`src/rtl/div_unit_pkg.sv`:
```
// Shared widths, FSM encodings and control constants for the multi-cycle divider.
// Also carries the EX-stage aluop codes that select DIV/DIVU.
package div_unit_pkg;

  localparam int RegBusW       = 32;
  localparam int DoubleRegBusW = 64;

  typedef enum logic [1:0] {
    DivFree   = 2'b00,
    DivByZero = 2'b01,
    DivOn     = 2'b10,
    DivEnd    = 2'b11
  } div_state_e;

  localparam logic DivResultReady    = 1'b1;
  localparam logic DivResultNotReady = 1'b0;
  localparam logic DivStart          = 1'b1;
  localparam logic DivStop           = 1'b0;

  localparam logic [7:0] EXE_DIV_OP  = 8'b00011010;
  localparam logic [7:0] EXE_DIVU_OP = 8'b00011011;

  localparam logic [5:0] DivIters = 6'd32;

  // Conditional two's-complement negate, used for operand magnitudes and result sign fix-up.
  function automatic logic [RegBusW-1:0] neg_if(input logic neg, input logic [RegBusW-1:0] v);
    return neg ? (~v + {{(RegBusW-1){1'b0}}, 1'b1}) : v;
  endfunction

endpackage

```
`src/rtl/div_unit.sv`:
```
// Restoring shift-subtract 32-bit divider for DIV/DIVU: one quotient bit per cycle on magnitudes,
// sign correction applied once on the way into END. result_o = {remainder, quotient}.
module div_unit
  import div_unit_pkg::*;
(
  input  logic                     clk,
  input  logic                     rst,
  input  logic                     signed_div_i,
  input  logic [RegBusW-1:0]       opdata1_i,
  input  logic [RegBusW-1:0]       opdata2_i,
  input  logic                     start_i,
  input  logic                     annul_i,
  output logic [DoubleRegBusW-1:0] result_o,
  output logic                     ready_o,
  output logic [1:0]               dbg_state_o
);

  // Handshake: start_i is held by EX until ready_o is seen; ready_o then stays high with a
  // stable result_o until start_i drops, after which the unit returns to FREE for one cycle.

  div_state_e                state_q, state_d;
  logic [RegBusW-1:0]        q_q, q_d;
  logic [RegBusW:0]          rem_q, rem_d;
  logic [RegBusW-1:0]        divisor_q, divisor_d;
  logic [5:0]                cnt_q, cnt_d;
  logic                      neg_quot_q, neg_quot_d;
  logic                      neg_rem_q, neg_rem_d;
  logic [DoubleRegBusW-1:0]  result_q, result_d;
  logic                      ready_q, ready_d;

  logic [RegBusW:0]          trial;
  logic [RegBusW:0]          diff;
  logic                      ge;
  logic                      rem_msb_unused;

  // Remainder always stays below the divisor, so its top bit never matters for the shift.
  assign trial          = {rem_q[RegBusW-1:0], q_q[RegBusW-1]};
  assign diff           = trial - {1'b0, divisor_q};
  assign ge             = (trial >= {1'b0, divisor_q});
  assign rem_msb_unused = rem_q[RegBusW];

  always_ff @(posedge clk) begin
    if (rst) begin
      state_q    <= DivFree;
      q_q        <= '0;
      rem_q      <= '0;
      divisor_q  <= '0;
      cnt_q      <= '0;
      neg_quot_q <= 1'b0;
      neg_rem_q  <= 1'b0;
      result_q   <= '0;
      ready_q    <= DivResultNotReady;
    end else begin
      state_q    <= state_d;
      q_q        <= q_d;
      rem_q      <= rem_d;
      divisor_q  <= divisor_d;
      cnt_q      <= cnt_d;
      neg_quot_q <= neg_quot_d;
      neg_rem_q  <= neg_rem_d;
      result_q   <= result_d;
      ready_q    <= ready_d;
    end
  end

  always_comb begin
    state_d    = state_q;
    q_d        = q_q;
    rem_d      = rem_q;
    divisor_d  = divisor_q;
    cnt_d      = cnt_q;
    neg_quot_d = neg_quot_q;
    neg_rem_d  = neg_rem_q;
    result_d   = result_q;
    ready_d    = ready_q;

    case (state_q)
      DivFree: begin
        ready_d  = DivResultNotReady;
        result_d = '0;
        if (start_i == DivStart && !annul_i) begin
          if (opdata2_i == '0) begin
            state_d = DivByZero;
          end else begin
            state_d    = DivOn;
            divisor_d  = neg_if(signed_div_i & opdata2_i[RegBusW-1], opdata2_i);
            q_d        = neg_if(signed_div_i & opdata1_i[RegBusW-1], opdata1_i);
            rem_d      = '0;
            cnt_d      = '0;
            neg_quot_d = signed_div_i & (opdata1_i[RegBusW-1] ^ opdata2_i[RegBusW-1]);
            neg_rem_d  = signed_div_i & opdata1_i[RegBusW-1];
          end
        end
      end

      DivByZero: begin
        state_d  = DivEnd;
        result_d = '0;
        ready_d  = DivResultReady;
      end

      DivOn: begin
        if (annul_i) begin
          state_d  = DivFree;
          ready_d  = DivResultNotReady;
          result_d = '0;
        end else if (cnt_q != DivIters) begin
          q_d   = {q_q[RegBusW-2:0], ge};
          rem_d = ge ? diff : trial;
          cnt_d = cnt_q + 6'd1;
        end else begin
          state_d  = DivEnd;
          result_d = {neg_if(neg_rem_q, rem_q[RegBusW-1:0]), neg_if(neg_quot_q, q_q)};
          ready_d  = DivResultReady;
        end
      end

      DivEnd: begin
        if (start_i == DivStop) begin
          state_d  = DivFree;
          ready_d  = DivResultNotReady;
          result_d = '0;
        end
      end

      default: begin
        state_d  = DivFree;
        ready_d  = DivResultNotReady;
        result_d = '0;
      end
    endcase
  end

  assign result_o    = result_q;
  assign ready_o     = ready_q;
  assign dbg_state_o = state_q;

endmodule

```
`config.mk`:
```
export PLATFORM = sky130hd
export DESIGN_NAME = div_unit
export DESIGN_NICKNAME = d
export VERILOG_FILES = /design/src/rtl/div_unit_pkg.sv /design/src/rtl/div_unit.sv
export SDC_FILE = /design/constraint.sdc
export NUM_CORES = 1
export LEC_CHECK = 0
export CAP_MARGIN = 10
export CORE_MARGIN = 2
export CORE_UTILIZATION = 55
export CTS_CLUSTER_SIZE = 40
export DETAILED_ROUTE_END_ITERATION = 12
export HOLD_SLACK_MARGIN = 0.12
export PLACE_DENSITY_LB_ADDON = 0.1
export SLEW_MARGIN = 20
export SYNTH_ARGS = -nofsm -noshare
export SYNTH_HDL_FRONTEND = slang
export SYNTH_SLANG_ARGS = --single-unit
```
`constraint.sdc`:
```
create_clock -name clk -period 6.05 [get_ports clk]
set_input_delay 0.605 -clock clk [delete_from_list [all_inputs] [get_ports clk]]
set_output_delay 0.605 -clock clk [all_outputs]
set_load 0.01 [all_outputs]
```
==> metrics.md <==
| Metric | Value |
|---|---|
| Status | `complete, no violations` |
| Num CTS Buffers | `17` |
| Clk slew on worst S/H paths | `70 ps` |
| Post-Synthesis Cell Area | `10850 sq um` |
| WHS Endpoint | `result_o[0]` |
| Routed wire length | `28520 um` |
| Crit share post-route | `62.82%` |
| Actual slew at the worst max-slew pin | `1051 ps` |
| CP max stage delay | `810 ps` |
| Syn Nets | `1495` |
| I/O pin cnt | `136` |
| Post-synth top area cell | `dfxtp_1` |
| Mean Syn Cell Area | `7.848 sq um` |
| Critical path data arrival time | `4140 ps` |
| Yosys reg bits | `171` |
| Post-synthesis mux area share | `3.611%` |
| Post-detailed-route via-to-cell ratio | `5.800` |
| Crit Path Category | `in -> reg` |
| Final Critical Period | `3800 ps` |
| Placed instance area | `12390 sq um` |
| Warnings from Yosys | `0` |
| Reg-to-Reg End | `rem_q[26]` |
| Clock buffer depth | `2` |
| Largest net degree at the start of global routing | `65` |
| Total congestion overflow | `0` |
| Critical Path Source Type | `primary input` |
| Pre-CTS setup slack | `1773 ps` |
| Multi-input combinational cell area | `6948 sq um` |
| CP Buf/Inv Count | `1` |
| Core area | `19400 sq um` |
| Adder-Cell Fraction of Synth Area | `5.145%` |
| Global-route wire length before repair | `46060 um` |
| Hold path cells | `2` |
| CP max-delay cell | `or3b_2` |
| GP Congestion | `0.9546` |
| Max H-tree Level | `4` |
| FF/Latch Area | `3423 sq um` |
| Crit Path Max Fanout | `48` |
| Area Overhead vs Synth | `20.07%` |
| Row count | `51` |
| Relative slew slack | `29.26%` |
| Drt pass-1 iters | `7` |
| Share of async-settable or async-resettable flops after synthesis | `0%` |
| Setup ws final | `2250 ps` |
| Residual DRC | `0` |
| Initial DRC Count | `608` |
| Post-CTS Setup Bufs | `0` |
| Post-synthesis simple-gate area fraction | `19.08%` |
| Hold-fix buffers at CTS | `0` |
| Critical Path Sink Type | `register` |
| Initial Util | `55.91%` |
| Met2 usage | `41.73%` |
| Synth Area in XOR/XNOR | `11.87%` |
| Worst skew pair latency | `430 ps` |
| Die area | `20860 sq um` |
| Port Buffers | `135` |
| Final Net Count | `1586` |
| Non-Filler Instances | `1750` |
| VDD IR max | `0.2979 mV` |
| Met3 Track Usage GR | `3.775%` |
| Synth Area in Compound Gates | `23.83%` |
| Hpwl dp | `21360 um` |
| Leakage power | `5.150 nW` |
| GR peak layer | `met2` |
| Cells after synthesis | `1382` |
| Post-CTS Resized | `0` |
| RSZ-0062 raised after global routing | `false` |
| Pwr Total | `3.952 mW` |
| Synth Flop Type | `dfxtp_1` |
| Initial antenna violation count | `0` |
| CP delay by family, top | `simple AND/OR/NAND/NOR gates` |
| CTS sink count | `171` |
| Final Max Slew Viols | `0` |
| Hold Crit Start | `result_o[0]` |
| Type of the worst min-delay path | `reg -> reg` |
| M1 GR Usage | `40.96%` |
| Hold Slack | `461.4 ps` |
| CP cell instances | `clkdlybuf4s50_1 > or4_1 > nor4b_2 > nand4_1 > nor3_1 > or3b_2 > nor2_1 > a211oi_1` |
| Power density cells | `303.5 nW/um^2` |
| Post-synth top area share | `31.56%` |
| Fin util | `67.13%` |
| Final Setup Violations | `0` |
| R2r worst-path depth | `10` |
| Seq/Total Area, Yosys | `31.56%` |
| Post-placement cell count | `1719` |
| # Max-Cap Violations | `0` |
| EDFF count, synth | `0` |
| Post-route setup TNS | `0 ps` |
| Clock skew | `9.024 ps` |
| Total GRT Usage | `27.40%` |
| Largest family of logic cells by synthesized area | `compound AO/OA/AOI/OAI gates` |
| Vias in the first global route | `9047` |
| Slack of the worst reg-to-reg path | `2680 ps` |
| Fill count | `1730` |
| Hold Violations, Final | `0` |
| Antenna cell count | `0` |
| Via count | `10150` |
| Fmax | `263.1 MHz` |
| Largest cells by area after synthesis | `dfxtp_1 32%, xnor2_1 6.9%, nor2_1 5.7%` |
| Die width | `144.4 um` |
| Worst reg2reg startpoint | `rem_q[21]` |
| Drt wl/cell | `16.30 um` |
| Netlist cell types | `63` |
| CP required | `6390 ps` |
| Detail Route Antenna Nets | `0` |
| Most frequent cells in the layout | `171 x dfxtp_1, 164 x nor2_1, 134 x clkdlybuf4s50_1, 131 x nand2_1, 92 x a21oi_1` |
| Share of cells above drive strength 1 | `4.377%` |
| Die height | `144.4 um` |
| Commonest non-fill, non-tap cell in the layout | `dfxtp_1` |
| Clk root buf | `clkbuf_16` |
| Post-route cell area | `13020 sq um` |
| CTS tree | `yes` |
==> routing by layer <==
layer	vias up	wire, um
met4	0	297
met2	278	12400
met5	-	0
met1	4727	14080
li1	5125	-
met3	20	1745
==> tightest hold or removal path, delay by kind of cell, from the launching register on <==
kind / cells / cell delay [ps]
flops: 1 / 310
compound gates: 1 / 50
simple gates: 1 / 50
==> Yosys cell counts, types with 7 or more instances <==
library cell    n
dfxtp_1       171
nor2_1        165
nand2_1       131
a21oi_1        92
o21ai_0        88
xnor2_1        85
clkbuf_1       70
inv_1          64
xor2_1         62
ha_1           43
mux2i_1        38
a211oi_1       34
a22oi_1        33
nor3_1         33
a22o_1         32
o31ai_1        29
nand3_1        21
o41ai_1        17
nand4_1        16
or4_1          14
a21o_1         13
nand2b_1       13
nor4_1         11
a31oi_1         9
a311oi_1        7
or3_1           7
==> sequential cells by signal, summed over array words and instances, names as in the netlist, 2 cells and up <==
name / count
result_o: 64
cnt_q: 6
rem_q: 32
divisor_q: 32
q_q: 32
dbg_state_o: 2
==> worst max-delay path by stage <==
stage	from	end	slack, ps	cells after the start
final	opdata2_i[6]	divisor_q[20]	2250	8
after global placement	opdata2_i[6]	divisor_q[22]	2050	8
after CTS	opdata2_i[6]	divisor_q[20]	2240	8
after detailed placement	opdata2_i[6]	divisor_q[20]	1770	8
after floorplan	opdata2_i[6]	neg_quot_q	3160	9
after global routing	opdata2_i[6]	divisor_q[20]	1930	8
==> area by class of cell <==
cell class                      count  area share (%)
Timing Repair Buffer              148           11.11
Clock inverter                     13           1.460
Inverter                           65           1.874
Tap cell                          265           2.546
Multi-Input combinational cell   1070           53.35
Sequential cell                   171           26.29
Clock buffer                       18           3.372
==> power breakdown <==
| part | internal, mW | switching [mW] |
|---|---|---|
| Sequential | 1.23 | 0.114 |
| Combinational | 0.553 | 0.883 |
| Clock | 0.704 | 0.464 |
==> logic make-up (layout without fill, tap and decap cells) <==
family / Yosys count / in the layout
buf+inv: 141 / 244
flops: 171 / 171
mux: 39 / 39
fa+ha+maj: 44 / 44
simple gates: 448 / 448
xor+xnor: 147 / 147
compound gates: 392 / 392
No activity file was read; power rests on OpenSTA's default activity.
